**config.mk**
```make
export PLATFORM = sky130hd
export DESIGN_NAME = uart_tx
export DESIGN_NICKNAME = d
export VERILOG_FILES = /design/src/rtl/uart_pkg.sv /design/src/rtl/uart_tx.sv
export SDC_FILE = /design/constraint.sdc
export NUM_CORES = 1
export LEC_CHECK = 0
export BUFFER_PORTS_ARGS = -buffer_cell sky130_fd_sc_hd__buf_2
export CAP_MARGIN = 25
export CORE_MARGIN = 4
export CORE_UTILIZATION = 50
export DETAILED_ROUTE_END_ITERATION = 10
export GPL_TIMING_DRIVEN = 0
export PLACE_DENSITY = 0.71
export SETUP_SLACK_MARGIN = 0.02
export SLEW_MARGIN = 20
export SYNTH_ARGS = -nofsm -noshare
export SYNTH_HDL_FRONTEND = slang
export SYNTH_SLANG_ARGS = --single-unit
```
**constraint.sdc**
```tcl
create_clock -name clk -period 2.5 [get_ports clk]
set_input_delay 0 -clock clk [delete_from_list [all_inputs] [get_ports clk]]
set_output_delay 0 -clock clk [all_outputs]
set_load 0.01 [all_outputs]
```
**src/rtl/uart_pkg.sv**
```systemverilog
// Shared UART definitions: FSM state encodings for transmitter and receiver,
// line-level frame constants and a counter-width helper.
package uart_pkg;

    typedef enum logic [1:0] {
        IDLE      = 2'd0,
        START_BIT = 2'd1,
        DATA_BITS = 2'd2,
        STOP_BIT  = 2'd3
    } tx_state_t;

    typedef enum logic [2:0] {
        RX_IDLE    = 3'd0,
        RX_START   = 3'd1,
        RX_DATA    = 3'd2,
        RX_STOP    = 3'd3,
        RX_CLEANUP = 3'd4
    } rx_state_t;

    localparam logic FRAME_START = 1'b0;
    localparam logic FRAME_STOP  = 1'b1;

    // Width of a counter that must reach n-1; never narrower than one bit.
    function automatic int cnt_width(input int n);
        return (n > 1) ? $clog2(n) : 1;
    endfunction

endpackage

```
**src/rtl/uart_tx.sv**
```systemverilog
// UART transmitter: 8N1-style frames (start, DATA_LEN bits LSB first, stop)
// with a one-entry holding register so consecutive frames run without gaps.
module uart_tx
    import uart_pkg::*;
#(
    parameter int DATA_LEN     = 8,
    parameter int CLKS_PER_BIT = 2604
) (
    input  logic                clk,
    input  logic                reset,
    input  logic                tx_start,
    input  logic [DATA_LEN-1:0] tx_data,
    output logic                tx_ready,
    output logic                tx_active,
    output logic                tx_serial,
    output logic                tx_done
);

    localparam int CW = cnt_width(CLKS_PER_BIT);
    localparam int BW = cnt_width(DATA_LEN);

    localparam logic [CW-1:0] CLK_LAST = CW'(CLKS_PER_BIT - 1);
    localparam logic [CW-1:0] CLK_DONE = CW'(CLKS_PER_BIT - 2);
    localparam logic [BW-1:0] BIT_LAST = BW'(DATA_LEN - 1);

    tx_state_t           state;
    logic [CW-1:0]       clk_cnt;
    logic [BW-1:0]       bit_cnt;
    logic [DATA_LEN-1:0] shifter;
    logic [DATA_LEN-1:0] hold;
    logic                hold_full;

    logic accept;
    logic bit_end;
    logic queue_req;

    assign accept  = tx_start && tx_ready;
    assign bit_end = (clk_cnt == CLK_LAST);

    // Requests arriving mid-frame go to the holding register, except on the
    // stop-bit boundary where an empty holding register lets the new byte
    // start directly.
    always_comb begin
        queue_req = 1'b0;
        if (accept) begin
            case (state)
                START_BIT, DATA_BITS: queue_req = 1'b1;
                STOP_BIT:             queue_req = !bit_end;
                default:              queue_req = 1'b0;
            endcase
        end
    end

    always_ff @(posedge clk or posedge reset) begin
        if (reset) begin
            state     <= IDLE;
            clk_cnt   <= '0;
            bit_cnt   <= '0;
            shifter   <= '0;
            hold      <= '0;
            hold_full <= 1'b0;
            tx_serial <= FRAME_STOP;
            tx_done   <= 1'b0;
            tx_ready  <= 1'b1;
            tx_active <= 1'b0;
        end else begin
            tx_done <= 1'b0;

            if (queue_req) begin
                hold      <= tx_data;
                hold_full <= 1'b1;
                tx_ready  <= 1'b0;
            end

            case (state)
                IDLE: begin
                    clk_cnt   <= '0;
                    bit_cnt   <= '0;
                    tx_serial <= FRAME_STOP;
                    tx_active <= 1'b0;
                    tx_ready  <= 1'b1;
                    if (accept) begin
                        shifter   <= tx_data;
                        state     <= START_BIT;
                        tx_serial <= FRAME_START;
                        tx_active <= 1'b1;
                    end
                end

                START_BIT: begin
                    if (bit_end) begin
                        clk_cnt   <= '0;
                        bit_cnt   <= '0;
                        tx_serial <= shifter[0];
                        shifter   <= shifter >> 1;
                        state     <= DATA_BITS;
                    end else begin
                        clk_cnt <= clk_cnt + 1'b1;
                    end
                end

                DATA_BITS: begin
                    if (bit_end) begin
                        clk_cnt <= '0;
                        if (bit_cnt == BIT_LAST) begin
                            tx_serial <= FRAME_STOP;
                            state     <= STOP_BIT;
                        end else begin
                            tx_serial <= shifter[0];
                            shifter   <= shifter >> 1;
                            bit_cnt   <= bit_cnt + 1'b1;
                        end
                    end else begin
                        clk_cnt <= clk_cnt + 1'b1;
                    end
                end

                STOP_BIT: begin
                    if (bit_end) begin
                        clk_cnt <= '0;
                        bit_cnt <= '0;
                        if (hold_full) begin
                            shifter   <= hold;
                            hold_full <= 1'b0;
                            tx_ready  <= 1'b1;
                            state     <= START_BIT;
                            tx_serial <= FRAME_START;
                        end else if (accept) begin
                            shifter   <= tx_data;
                            state     <= START_BIT;
                            tx_serial <= FRAME_START;
                        end else begin
                            state     <= IDLE;
                            tx_serial <= FRAME_STOP;
                            tx_active <= 1'b0;
                        end
                    end else begin
                        clk_cnt <= clk_cnt + 1'b1;
                        // tx_done is registered, so raise it one edge early.
                        if (clk_cnt == CLK_DONE)
                            tx_done <= 1'b1;
                    end
                end

                default: begin
                    state     <= IDLE;
                    clk_cnt   <= '0;
                    bit_cnt   <= '0;
                    hold_full <= 1'b0;
                    tx_serial <= FRAME_STOP;
                    tx_active <= 1'b0;
                    tx_ready  <= 1'b1;
                end
            endcase
        end
    end

endmodule
```
* Word-level counts from Yosys, hierarchy flattened
Cells that the tools add are included.
Word-level totals: logic and storage cells 85, input port bits 11, flip-flop bits (word level) 38, output and inout bits 4
Operators by class: muxes and demuxes 46, reduce and logical (&&, ||, !) cells 12, equality and inequality tests 15, $add $sub $neg 2
Operators by type and width (number):
- 2-to-1 mux 8 bit | 6
- case mux 8 bit (4 select lines) | 1
- equality test 12 bit (second input constant) | 2
- case mux 12 bit (2 select lines) | 1
- 2-to-1 mux 1 bit | 23
- inequality test 2 bit (second input constant) | 8
- adder 12 x 1 -> 12 bit (second input constant) | 1
- 2-to-1 mux 12 bit | 1
- 2-to-1 mux 2 bit | 5
- 2-to-1 mux 3 bit | 3
- case mux 3 bit (3 select lines) | 1
- case mux 2 bit (4 select lines) | 1
- AND reduction 4 bit | 2
- case mux 1 bit (2 select lines) | 3
- AND reduction 3 bit | 2
- AND reduction 5 bit | 1
- equality test 2 bit (second input constant) | 2
- case mux 1 bit (4 select lines) | 1
- OR reduction 2 bit | 2
- adder 3 x 1 -> 3 bit (second input constant) | 1
- equality test 3 bit (second input constant) | 1
- OR reduction 3 bit | 1
- equality test 2 x 1 -> 1 bit (second input constant) | 1
- logical NOT 2 bit | 1
- other kinds (4) | 4

* Depth between registers and ports, before layout
Gate-level depths: netlist (run 1).
depth after elaboration 8, depth in mapped cells 7, mapped depth without buffers 6

* Worst setup path before layout (run 1)
No wires, ideal clock.
path kind flip-flop to flip-flop, from register state[0], to register state[1], clock period less this slack 1.947 ns, arrival time 1.822 ns, path buffers 1, stages on the path, launching flop included 6, setup slack 0.553 ns, library setup time 0.125 ns, data required time 2.375 ns, cells stage by stage dfrtp_1 ha_1 clkbuf_1 or3_1 a221oi_1 mux2_2
Between the ends: word-level cells in the longest chain between the ends 3, elaborated cells between the ends (all ways) 11, those cells by class eq/ne (8); mux (1); reduce/logical (2)
Ends and longest elaborated chain:
- start: declaration | line uart_tx.sv:26 | tx_state_t state;
- start signal: assignment | line uart_tx.sv:56 | state <= IDLE;
- start signal: assignment | line uart_tx.sv:84 | state <= START_BIT;
- start signal: assignment | line uart_tx.sv:96 | state <= DATA_BITS;
- equality test 2 bit, or another cell as far along | line uart_tx.sv:75 | case (state)
- inequality test 2 bit (no source line)
- AND reduction 5 bit (no source line)
Parallel ways exist; a longest one is shown, timed or not. A chain may end at the register's enable or synchronous reset.

* Final worst setup path (run 1)
from register state[0], to register shifter[3]
Between the ends: word-level cells in the longest chain between the ends 3, elaborated cells between the ends (all ways) 10, those cells by class eq/ne (7); mux (1); reduce/logical (2)
Ends and longest elaborated chain:
- equality test 2 bit / equality test 2 x 1 -> 1 bit (equally long branches) | line uart_tx.sv:75
- inequality test 2 bit (no source line)
- AND reduction 4 bit (no source line)
- end signal: assignment | line uart_tx.sv:83 | shifter <= tx_data;
- end signal: assignment | line uart_tx.sv:95 | shifter <= shifter >> 1;
- end signal: assignment | line uart_tx.sv:110 | shifter <= shifter >> 1;
- end: declaration | line uart_tx.sv:29 | logic [DATA_LEN-1:0] shifter;
Parallel ways exist; a longest one is shown, timed or not.

==> flow_metrics.py, run 1 <==
metrics = {
    "timing": {
        "rsz0062_at_grt": "no",
        "slew_headroom_pct": 46.1,
        "slew_viol_final": 0,
        "tns_ps": 0,
        "fin_skew_ps": 8.10,
        "period_share_pct": 87.2,
        "fmax_mhz": 459,
        "setup_violations": 0,
        "hold_viol": 0,
        "worst_hold_slack_ps": 37.1,
        "fin_crit_ps": 2180,
        "worst_pin_slew_ps": 807,
        "worst_slack_ps": 319,
    },
    "floorplanning": {
        "die_h_um": 71.4,
        "start_util_pct": 53.4,
        "coreArea_mm2": 0.00377,
        "num_rows": 22,
        "die_area_mm2": 0.00510,
        "die_x_um": 71.4,
        "num_io_pins": 15,
    },
    "routing": {
        "drtIter0Drc": 134,
        "drc": 0,
        "wl_per_cell_um": 16.4,
        "drt-total-wl_mm": 4.38,
        "vias_per_cell": 5.94,
        "ant_nets": 0,
        "vias": 1585,
        "first_pass_iters": 5,
    },
    "worst_setup_path": {
        "crit_chain": "ha_1 > clkbuf_1 > or3_1 > a21boi_1 > a22o_1",
        "slowest_stage": "a21boi_1",
        "cpPeakStageDelay_ps": 540,
        "r2r-end": "shifter[3]",
        "setup.worst_path.end_class": "register",
        "required_ps": 2730,
        "worstPathArrival_ps": 2410,
        "cp-start-kind": "register",
        "path_class": "reg -> reg",
        "crit_end": "shifter[3]",
        "r2r-start": "state[0]",
        "r2r_cells": 5,
        "critPathLaunch": "state[0]",
        "crit_fanout": 10,
        "rrSetupSlack_ps": 320,
    },
    "clocking": {
        "clk_pin_slew_ps": 80,
        "cts_hold_buffers": 9,
        "clock-sinks": 38,
        "cts_max_path_buffers": 2,
        "cts_setup_buffers": 0,
        "cts_tree": "yes",
        "ctsRootBufferMaster": "clkbuf_8",
        "cts_inserted_buffers": 5,
        "htree_levels": 2,
        "cts_repair_resize_count": 0,
        "clock_latency_ps": 300,
    },
    "synthesis": {
        "syn_inst": 188,
        "synth_edf_count": 0,
        "avgSynthCellArea_um2": 10.7,
        "syn_nets": 207,
        "synth_flop_cell": "dfrtp_1",
        "ys_warn_count": 0,
        "yosysSeqAreaShare_pct": 47.4,
        "ys_async_sr_fraction_pct": 100,
        "synth_seq_cells": 38,
        "synth_area_mm2": 0.00201,
        "ys_types": 45,
    },
    "place": {
        "gp_congestion": 0.900,
        "post-dp-hpwl_mm": 3.11,
        "pre_cts_ws_ps": 347,
        "dpl_cell_area_mm2": 0.00214,
        "portBuffers": 14,
    },
    "global_routing": {
        "antenna_found_initial": 0,
        "grt_pass1_wl_mm": 7.66,
        "grt_pass1_vias": 1606,
        "grt_max_degree": 39,
        "grt_usage_pct": 18.9,
        "overflow": 0,
    },
    "layout": {
        "drive_gt1_share_pct": 17.4,
        "fin_nets": 237,
        "post-route-cell-area_mm2": 0.00232,
        "syn_to_final_growth_pct": 15.5,
        "antenna_cells": 0,
    },
    "job": {
        "max-cap-violations": 0,
    },
    "power": {
        "leakage_nw": 1.03,
        "peakVddDrop_v": 0.000432,
        "power_mw": 2.49,
        "p_per_area_mw_per_mm2": 1070,
    },
    "min_path": {
        "hold_class": "in -> reg",
        "holdPathStages": 4,
    },
    "status": {
        "status": "completed",
    },
}
how the worst min path moves through the flow:
stage	endpoint	start	slack, ps
2_1_floorplan	hold[0]	tx_data[0]	150
3_3_place_gp	hold[4]	tx_data[4]	250
3_5_place_dp	tx_done	reset	190
4_1_cts	tx_ready	tx_start	40
5_1_grt	tx_ready	tx_start	90
6_report	tx_ready	tx_start	40
flip-flops by register name, indices dropped and copies added (netlist names):
| name | count |
|---|---|
| tx_active | 1 |
| state | 2 |
| tx_ready | 1 |
| shifter | 8 |
| hold_full | 1 |
| bit_cnt | 3 |
| clk_cnt | 12 |
| tx_serial | 1 |
| hold | 8 |
| tx_done | 1 |
layer usage:
metal	global-route usage, %	up-vias	routed length, um
met5	0	-	0
met3	3.79	10	189
met2	31.2	40	2130
li1	-	753	-
met1	24.1	782	1980
met4	7.93	0	82
Yosys cell counts, drive strengths merged (5+ instances only):
master,count,share of area (%)
xnor2,8,3.5
inv,7,1.3
ha,8,5.0
clkbuf,5,0.93
o21ai,8,2.0
nor3,9,2.2
nand3,5,1.2
nor2,19,3.5
nand2,11,2.1
a22oi,7,2.6
o2bb2ai,7,3.0
a22o,8,3.5
dfrtp,36,45
mux2,9,6.5
logic make-up after synthesis:
group | synth area share, %
AO/OA/AOI/OAI | 19.0
XOR/XNOR | 4.35
adder cells (fa/ha/maj) | 4.98
buffers and inverters | 2.99
flip-flops | 47.4
multiplexers | 6.53
AND/OR/NAND/NOR | 14.8
cell type report:
type / instances / area (um^2)
Multi-Input combinational cell: 136 / 998
Tap cell: 48 / 60.1
Timing Repair Buffer: 23 / 160
Buffer: 7 / 33.8
Inverter: 7 / 26.3
Sequential cell: 38 / 953
Clock buffer: 7 / 86.3
Clock inverter: 1 / 5.00
Fill cell: 314 / 1450
where the power goes:
part | total (mW) | switching, mW | internal, mW
clock network | 0.436 | 0.214 | 0.222
logic | 1.10 | 0.618 | 0.481
registers | 0.957 | 0.145 | 0.812
metrics by stage:
step / std cells / util, %
floorplan: 188 / -
global placement: 250 / 56.8
detailed placement: 250 / 56.8
CTS: 267 / 61.6
global route: 267 / 61.6
finish: 267 / 61.6
cells in the final DEF (no fill, tap or decap), types with 2 or more instances in the layout:
cell type      count
dfrtp_1           36
nor2_1            19
buf_2             14
nand2_1           11
nor3_1             9
dlygate4sd3_1      9
a22o_1             8
o21ai_0            8
mux2_4             8
xnor2_1            8
ha_1               8
a22oi_1            7
o2bb2ai_1          7
clkbuf_1           6
inv_1              6
clkbuf_8           6
nand3_1            5
and2_1             2
nand4_1            2
or3_1              2
and3_1             2
a21oi_1            2
nor2b_1            2
a21o_1             2
o211ai_1           2
a32o_1             2
xor2_1             2
dfstp_2            2
critical path: cells and delay by family (launching register included):
kind,cells,cell delay (ps)
AO/OA/AOI/OAI,2,780
AND/OR/NAND/NOR,1,490
flip-flops,1,420
buffers and inverters,1,220
adder cells (fa/ha/maj),1,210
No activity file was read; power rests on OpenSTA's default activity.
==> inputs of run 2 (changes only) <==
CELL_PAD_IN_SITES_DETAIL_PLACEMENT = 0   (was not set)
CELL_PAD_IN_SITES_GLOBAL_PLACEMENT = 1   (was not set)
CORE_UTILIZATION = 47   (was 50)
PLACE_DENSITY = 0.84   (was 0.71)
==> flow_metrics.py, run 2 (synthesis gave the netlist of run 1 again) <==
metrics = {
    "worst_setup_path": {
        "worstPathArrival_ps": 2410,
        "path_buf_inv": 1,
        "required_ps": 2720,
        "setup.worst_path.end_class": "register",
        "path_class": "reg -> reg",
        "slowest_stage": "a21boi_1",
        "rrSetupSlack_ps": 310,
        "crit_chain": "ha_1 > clkbuf_1 > or3_1 > a21boi_1 > a22o_1",
        "cpPeakStageDelay_ps": 530,
        "cp-start-kind": "register",
        "crit_fanout": 10,
        "cpLargestDelayFamily": "compound AO/OA/AOI/OAI gates",
    },
    "layout": {
        "antenna_cells": 0,
        "largest-register": "clk_cnt",
        "final_common_cell": "dfrtp_1",
        "final_util_pct": 57.3,
        "fin_nets": 237,
        "syn_to_final_growth_pct": 15.6,
        "fillers": 349,
        "post-route-cell-area_mm2": 0.00233,
        "stdcell_count": 269,
        "final_cell_mix": "dfrtp_1 (36), nor2_1 (19), buf_2 (14)",
        "drive_gt1_share_pct": 17.4,
        "largest_reg_flops": 12,
        "reg_top3": "clk_cnt (12), hold (8), shifter (8)",
    },
    "routing": {
        "wl_per_cell_um": 15.7,
        "drtIter0Drc": 132,
        "wl_met2_mm": 2.08,
        "wl_met3_um": 171,
        "wl_met1_mm": 1.93,
        "vias": 1562,
        "vias_per_cell": 5.81,
        "top_layer": "met4",
        "drc": 0,
        "first_pass_iters": 4,
        "ant_nets": 0,
        "drt-total-wl_mm": 4.23,
    },
    "timing": {
        "setup_violations": 0,
        "slew_viol_final": 0,
        "rsz0062_at_grt": "no",
        "hold_viol": 0,
        "worst_pin_slew_ps": 773,
        "fmax_mhz": 456,
        "fin_crit_ps": 2190,
        "tns_ps": 0,
        "worst_hold_slack_ps": 38.8,
        "fin_skew_ps": 6.56,
        "slew_headroom_pct": 48.4,
        "worst_slack_ps": 307,
        "period_share_pct": 87.7,
    },
    "clocking": {
        "cts_inserted_buffers": 5,
        "ctsRootBufferMaster": "clkbuf_8",
        "clock_latency_ps": 290,
        "clk_pin_slew_ps": 70,
        "cts_max_path_buffers": 2,
        "clock-sinks": 38,
        "htree_levels": 2,
        "cts_tree": "yes",
        "cts_setup_buffers": 0,
    },
    "power": {
        "p_per_area_mw_per_mm2": 1070,
        "power_mw": 2.48,
        "leakage_nw": 1.03,
        "peakVddDrop_v": 0.000436,
    },
    "place": {
        "pre_cts_ws_ps": 349,
        "post-dp-hpwl_mm": 3.03,
        "gp_congestion": 0.807,
        "dpl_cell_area_mm2": 0.00214,
        "dp_cells": 252,
        "portBuffers": 14,
    },
    "floorplanning": {
        "die_x_um": 73.4,
        "die_area_mm2": 0.00539,
        "coreArea_mm2": 0.00406,
        "num_rows": 23,
        "start_util_pct": 49.6,
        "die_h_um": 73.4,
        "num_io_pins": 15,
    },
    "global_routing": {
        "antenna_found_initial": 0,
        "overflow": 0,
        "grt_max_degree": 39,
        "grt_pass1_vias": 1546,
        "grt_usage_pct": 17.3,
        "grt_pass1_wl_mm": 7.22,
    },
    "min_path": {
        "hold_class": "in -> reg",
    },
    "job": {
        "max-cap-violations": 0,
    },
    "status": {
        "status": "completed",
    },
}
## run 2: cell counts in the layout (fill, tap and decap cells not counted)
Identical to the previous run, type by type.
## run 2: metal layers
layer | up-vias | global-route usage [%]
met4 | 0 | 6.24
met1 | 762 | 22.3
li1 | 755 | -
met2 | 40 | 28.1
met5 | - | 0
met3 | 5 | 4.38
## run 2: path summary, 6_finish.rpt
| kind | startpoint | cells after the start | endpoint |
|---|---|---|---|
| max in group asynchronous | reset | 3 | bit_cnt[0] |
| max reg2reg | state[0] | 5 | shifter[2] |
| min in group asynchronous | reset | 3 | hold[3] |
| max | state[0] | 5 | shifter[2] |
| min | tx_start | 4 | tx_ready |
| min reg2reg | bit_cnt[1] | 1 | bit_cnt[1] |
## run 2: layout make-up
class                      instances  area, um^2  share of cell area [%]
multi-input combinational        136         998                    42.9
sequential                        38         953                    41.0
timing repair buffer              23         160                    6.89
clock buffer                       7        86.3                    3.71
tap                               50        62.6                    2.69
buffer                             7        33.8                    1.45
inverter                           7        26.3                    1.13
clock inverter                     1        5.00                   0.215
## run 2: worst reg2reg max path, stage by stage (launching register included)
cell and delay, ps:
dfrtp_1 440, ha_1 220, clkbuf_1 220, or3_1 490
a21boi_1 530, a22o_1 230
## run 2: timing repair
action	4_1_cts	5_1_grt
endpoints found under the hold margin	44	0
hold buffers	9	0
resized for setup	0	0
## run 2: where the power goes
| group | internal [mW] | switching [mW] | total (mW) |
|---|---|---|---|
| Clock | 0.222 | 0.210 | 0.433 |
| Sequential | 0.812 | 0.140 | 0.952 |
| Combinational | 0.480 | 0.616 | 1.10 |
| Total | 1.51 | 0.967 | 2.48 |
